File: config.mk
export PLATFORM = sky130hd
export DESIGN_NAME = cdb_arbiter
export DESIGN_NICKNAME = d
export VERILOG_FILES = /design/src/rtl/cdb_pkg.sv /design/src/rtl/rr_arbiter.sv /design/src/rtl/cdb_arbiter.sv
export SDC_FILE = /design/constraint.sdc
export NUM_CORES = 1
export LEC_CHECK = 0
export CAP_MARGIN = 10
export CELL_PAD_IN_SITES_DETAIL_PLACEMENT = 0
export CELL_PAD_IN_SITES_GLOBAL_PLACEMENT = 1
export CORE_MARGIN = 5
export CORE_UTILIZATION = 31
export CTS_CLUSTER_DIAMETER = 80
export CTS_CLUSTER_SIZE = 25
export DETAILED_ROUTE_END_ITERATION = 10
export PLACE_DENSITY = 0.89
export SLEW_MARGIN = 20
export SYNTH_ARGS = -nofsm -noshare
export SYNTH_HDL_FRONTEND = slang
export SYNTH_SLANG_ARGS = --single-unit
File: constraint.sdc
create_clock -name clk -period 8 [get_ports clk]
set_input_delay 2 -clock clk [delete_from_list [all_inputs] [get_ports clk]]
set_output_delay 2 -clock clk [all_outputs]
set_load 0.01 [all_outputs]
File: src/rtl/cdb_pkg.sv
`default_nettype none
// +--------------------------------------------------------------------+
// | cdb_pkg                                                            |
// | Shared types and helpers for the common data bus arbiter.          |
// | Revision: 1.0                                                      |
// +--------------------------------------------------------------------+
package cdb_pkg;

    localparam int ARCH_REGS     = 32;
    localparam int ARCH_W        = $clog2(ARCH_REGS);
    localparam int CDB_NUM_REGS  = 64;
    localparam int CDB_PS_WIDTH  = $clog2(CDB_NUM_REGS);
    localparam int CDB_ROB_DEPTH = 16;
    localparam int CDB_ROB_W     = $clog2(CDB_ROB_DEPTH);
    localparam int DATA_W        = 32;
    localparam int PTR_W         = 8;

    // Broadcast payload; field widths follow the package defaults above.
    typedef struct packed {
        logic [ARCH_W-1:0]       rd;
        logic [CDB_PS_WIDTH-1:0] pd;
        logic [CDB_ROB_W-1:0]    rob_idx;
        logic [DATA_W-1:0]       data;
    } cdb_entry_t;

    // Round-robin increment that wraps from 'last' back to zero.
    function automatic logic [PTR_W-1:0] rr_next(input logic [PTR_W-1:0] ptr,
                                                 input logic [PTR_W-1:0] last);
        return (ptr == last) ? '0 : ptr + 1'b1;
    endfunction

endpackage
`default_nettype wire

File: src/rtl/rr_arbiter.sv
`default_nettype none
// +--------------------------------------------------------------------+
// | rr_arbiter                                                         |
// | Combinational rotating-priority encoder: one-hot grant + index.    |
// | Revision: 1.0                                                      |
// +--------------------------------------------------------------------+
module rr_arbiter #(
    parameter int N  = 4,
    parameter int PW = $clog2(N)
) (
    input  logic [N-1:0]  i_req,
    input  logic [PW-1:0] i_ptr,
    output logic [N-1:0]  o_grant,
    output logic [PW-1:0] o_grant_idx,
    output logic          o_grant_any
);

    int            w_idx;
    logic [PW-1:0] w_sel;

    // Scan from the farthest offset down so the requester nearest to i_ptr wins.
    always_comb begin
        o_grant     = '0;
        o_grant_idx = '0;
        o_grant_any = 1'b0;
        w_idx       = 0;
        w_sel       = '0;
        for (int k = N - 1; k >= 0; k--) begin
            w_idx = int'(i_ptr) + k;
            if (w_idx >= N) begin
                w_idx = w_idx - N;
            end
            w_sel = PW'(w_idx);
            if (i_req[w_sel]) begin
                o_grant        = '0;
                o_grant[w_sel] = 1'b1;
                o_grant_idx    = w_sel;
                o_grant_any    = 1'b1;
            end
        end
    end

endmodule
`default_nettype wire

File: src/rtl/cdb_arbiter.sv
`default_nettype none
// +--------------------------------------------------------------------+
// | cdb_arbiter                                                        |
// | Round-robin sharing of the CDB between FU writeback ports.         |
// | Revision: 1.0                                                      |
// +--------------------------------------------------------------------+
module cdb_arbiter
    import cdb_pkg::*;
#(
    parameter int NUM_REQ   = 4,
    parameter int NUM_REGS  = CDB_NUM_REGS,
    parameter int PS_WIDTH  = $clog2(NUM_REGS),
    parameter int ROB_DEPTH = CDB_ROB_DEPTH,
    parameter int ROB_W     = $clog2(ROB_DEPTH)
) (
    input  logic                              clk,
    input  logic                              rst_n,
    input  logic [NUM_REQ-1:0]                req_valid,
    output logic [NUM_REQ-1:0]                req_ready,
    input  logic [NUM_REQ-1:0][ARCH_W-1:0]    req_rd,
    input  logic [NUM_REQ-1:0][PS_WIDTH-1:0]  req_pd,
    input  logic [NUM_REQ-1:0][ROB_W-1:0]     req_rob_idx,
    input  logic [NUM_REQ-1:0][DATA_W-1:0]    req_data,
    input  logic                              jump_commit,
    output logic                              cdb_valid,
    output logic [ARCH_W-1:0]                 cdb_rd,
    output logic [PS_WIDTH-1:0]               cdb_pd,
    output logic                              cdb_regf_we,
    output logic [ROB_W-1:0]                  cdb_rob_idx,
    output logic [DATA_W-1:0]                 cdb_data
);

    localparam int c_PTR_W = $clog2(NUM_REQ);

    logic [NUM_REQ-1:0] w_req_eff;
    logic [NUM_REQ-1:0] w_grant;
    logic [c_PTR_W-1:0] w_gidx;
    logic               w_any;
    cdb_entry_t         w_entries [NUM_REQ];

    logic               r_valid;
    cdb_entry_t         r_entry;
    logic [c_PTR_W-1:0] r_rr_ptr;

    // No handshake may complete during a flush or while reset is asserted.
    assign w_req_eff = (jump_commit || !rst_n) ? '0 : req_valid;

    rr_arbiter #(
        .N  (NUM_REQ),
        .PW (c_PTR_W)
    ) u_rr_arbiter (
        .i_req       (w_req_eff),
        .i_ptr       (r_rr_ptr),
        .o_grant     (w_grant),
        .o_grant_idx (w_gidx),
        .o_grant_any (w_any)
    );

    assign req_ready = w_grant;

    generate
        for (genvar i = 0; i < NUM_REQ; i++) begin : g_entry
            assign w_entries[i] = '{rd:      req_rd[i],
                                    pd:      req_pd[i],
                                    rob_idx: req_rob_idx[i],
                                    data:    req_data[i]};
        end
    endgenerate

    always_ff @(posedge clk or negedge rst_n) begin
        if (!rst_n) begin
            r_valid  <= 1'b0;
            r_entry  <= '0;
            r_rr_ptr <= '0;
        end else begin
            r_valid <= w_any;
            if (w_any) begin
                r_entry  <= w_entries[w_gidx];
                r_rr_ptr <= c_PTR_W'(rr_next(PTR_W'(w_gidx), PTR_W'(NUM_REQ - 1)));
            end
        end
    end

    // A flush also kills the broadcast already on the bus so a stale pd cannot
    // clear RAT busy bits after the RRF restore.
    assign cdb_valid   = r_valid & ~jump_commit;
    assign cdb_regf_we = cdb_valid & (r_entry.rd != '0);
    assign cdb_rd      = r_entry.rd;
    assign cdb_pd      = r_entry.pd;
    assign cdb_rob_idx = r_entry.rob_idx;
    assign cdb_data    = r_entry.data;

endmodule
`default_nettype wire

==> out/results.ini <==
[outcome]
status=completed

[clock_tree]
hold_buffers=0
clockRootBuffer=clkbuf_16
cts_buffers=5
tritoncts=built
cts_resized=0
insertion_delay_ps=280
h-tree-depth=2
clock-sinks=50
post_cts_buffers=0
clkTransAtPathRegs_ps=70
clockBufferDepth=2

[place]
hpwl_mm=13.3
port_buffers=247
gp_congestion=0.849

[yosys]
synthDistinctLibCells=44
netlist_instances=491
synth-seq-cells=50
ys.flop_type=dfrtp_1
synth_area_um2=4650
yosysWarnings=0
avgSynthCellArea_um2=9.46
synth_edf_count=0
synthesis.nets=690
postSynth.asyncResetShare_pct=100
yosysSeqAreaShare_pct=26.9

[min_path]
hold_class=reg -> reg

[sta]
post-route-min-period_ps=6590
final-setup-viol-count=0
tightest_slew_ps=861
max_freq_ghz=0.152
period_share_pct=82.4
maxSlewViolCount=0
rsz0062_at_grt=no
max_slew_margin_pct=42.6
finalClockSkew_ps=4.04
hold_violations=0
finalSetupTns_ps=0

[die]
initial_utilization_pct=31.8
pin_count=248
die_width_um=132
rows=44
die_h_um=132
core_um2=14600
die-area_um2=17500

[run]
maxCapViolCount=0

[power]
p_per_area_nw_per_um2=268
p_sw_share_pct=40.9
cellLeakagePower_uw=0.00354
switchingPower_uw=806
ir_drop_mv=0.205
intPower_uw=1160
combinationalPowerShare_pct=65.4
clkPwrFrac_pct=10.6
p_seq_share_pct=24.0

[drt]
post_drt_wl_per_cell_um=20.2
detail-route-antenna-nets=0
via_per_inst=5.69
drc=0
drt-initial-drc-count=288
first_pass_iters=7
vias=5103
wl_mm=18.1

[cells_and_area]
nets=911
drive_gt1_share_pct=3.79
area_growth_pct=58.2
postLayoutCoreUtil_pct=50.4

[global_routing]
grt_pass1_wl_mm=28.4
grt_max_degree=51
antenna_found_initial=0
grt_remaining_overflow=0
grt_pass1_vias=5542
grt_usage_pct=19.5

[worst_setup_path]
cp.arrival_ps=4590
crit_type=in -> out
cp-start-kind=primary input
cp.required_ps=6000
cp-end-kind=output port
worstPathMaxFanout=6

==> registers in the layout, summed over array words and instances, names as in the netlist <==
signal and flops:
cdb_data 32, cdb_pd 6, cdb_rd 5, cdb_rob_idx 4
r_rr_ptr 2, r_valid 1
==> area by class of cell <==
class	instances	area [um^2]
well taps	184	230
fillers	1376	7240
multi-input cells	396	3170
flip-flops and latches	50	1250
inverters	3	11.3
diodes	1	2.50
repair buffers	256	2550
clock buffers	7	133
==> logic make-up after synthesis <==
kind of cell / share of synthesized area [%]
and+or+nand+nor: 14.5
DFF: 26.9
xor gates and xnor gates: 0.377
muxes: 33.2
adders and majority gates: 1.08
AOI/OAI and AO/OA: 18.4
buffers and inverters: 5.60
==> critical path, stage by stage <==
cell and delay [ps]:
clkdlybuf4s50_1 490, mux2i_1 460, nor3b_1 430, a221oi_1 180
a211o_1 310, a31oi_1 170, clkdlybuf4s50_1 550
==> synthesized netlist by cell type (2+ instances only) <==
master	instances	area, um^2
xnor2_1	2	17.5
ha_1	4	50.1
nor2b_1	2	12.5
a31oi_1	2	12.5
buf_2	4	20.0
nand3b_1	2	15.0
nor2_1	14	52.6
nor3b_1	3	22.5
and3_1	61	382
buf_8	2	30.0
a21oi_1	31	155
a221oi_1	4	35.0
clkbuf_1	25	93.8
a22oi_1	2	15.0
buf_4	5	37.5
buf_6	6	67.6
dfrtp_1	50	1250
o32ai_1	30	263
a211o_1	2	17.5
o21ai_1	18	90.1
nand2_1	38	143
inv_1	3	11.3
mux2_1	32	360
nand2b_1	2	12.5
mux2i_1	113	1130
a222oi_1	16	160
==> final timing paths <==
path	from	end	slack (ps)	cells past startpoint
setup reg to reg	r_rr_ptr[1]$_DFFE_PN0P_	cdb_data[26]$_DFFE_PN0P_	4390	9
setup / recovery	req_valid[0]	req_ready[1]	1410	7
min in group asynchronous	rst_n	cdb_data[0]$_DFFE_PN0P_	1960	2
hold reg to reg	cdb_data[28]$_DFFE_PN0P_	cdb_data[28]$_DFFE_PN0P_	550	2
max in group asynchronous	rst_n	cdb_data[15]$_DFFE_PN0P_	5560	2
hold / removal	cdb_data[28]$_DFFE_PN0P_	cdb_data[28]$_DFFE_PN0P_	550	2
==> placed cells by master, fill, tap and decap left out, types with 2 or more instances in the layout <==
cell type	instances
a211o_1	2
nor2_1	12
a21oi_1	31
a22oi_1	2
a31oi_1	2
nand2_1	38
inv_1	3
o32ai_1	30
nand2b_1	2
mux2i_1	113
xnor2_1	2
dfrtp_1	50
buf_4	8
o21ai_1	17
clkdlybuf4s50_1	246
a221oi_1	4
a222oi_1	16
nor2b_1	2
mux2_1	32
nor2_2	2
ha_1	4
and3_1	61
nor3b_1	3
clkbuf_16	5
nand3b_1	2
mux2_4	2
clkbuf_1	2
==> routing by layer <==
layer  up-vias  routed length [um]  track usage [%]
li1       2359                   -                -
met1      2519                7020             21.9
met2       191                9550             36.0
met3        34                1080             4.44
met4         0                 434             6.50
met5         -                   0                0
==> per-stage QoR <==
stage               std cells  hold WS (ps)  setup WS [ps]  power, uW  area (um^2)
finish                    897           546           1410       1970         7350
global route              896           570           1220       2100         7350
CTS                       895           544           1450       1980         7310
global placement          888           518           1620       1720         7180
floorplan                 491           573           2710       1210         4650
detailed placement        888           523           1490       1760         7180
==> power groups by stage <==
stage	Clock (uW)	Sequential (uW)	Combinational, uW
floorplan	0	513	695
global placement	0	468	1250
detailed placement	0	475	1290
CTS	215	471	1290
global route	229	487	1390
finish	209	472	1290
(Power assumes the default switching activity.)
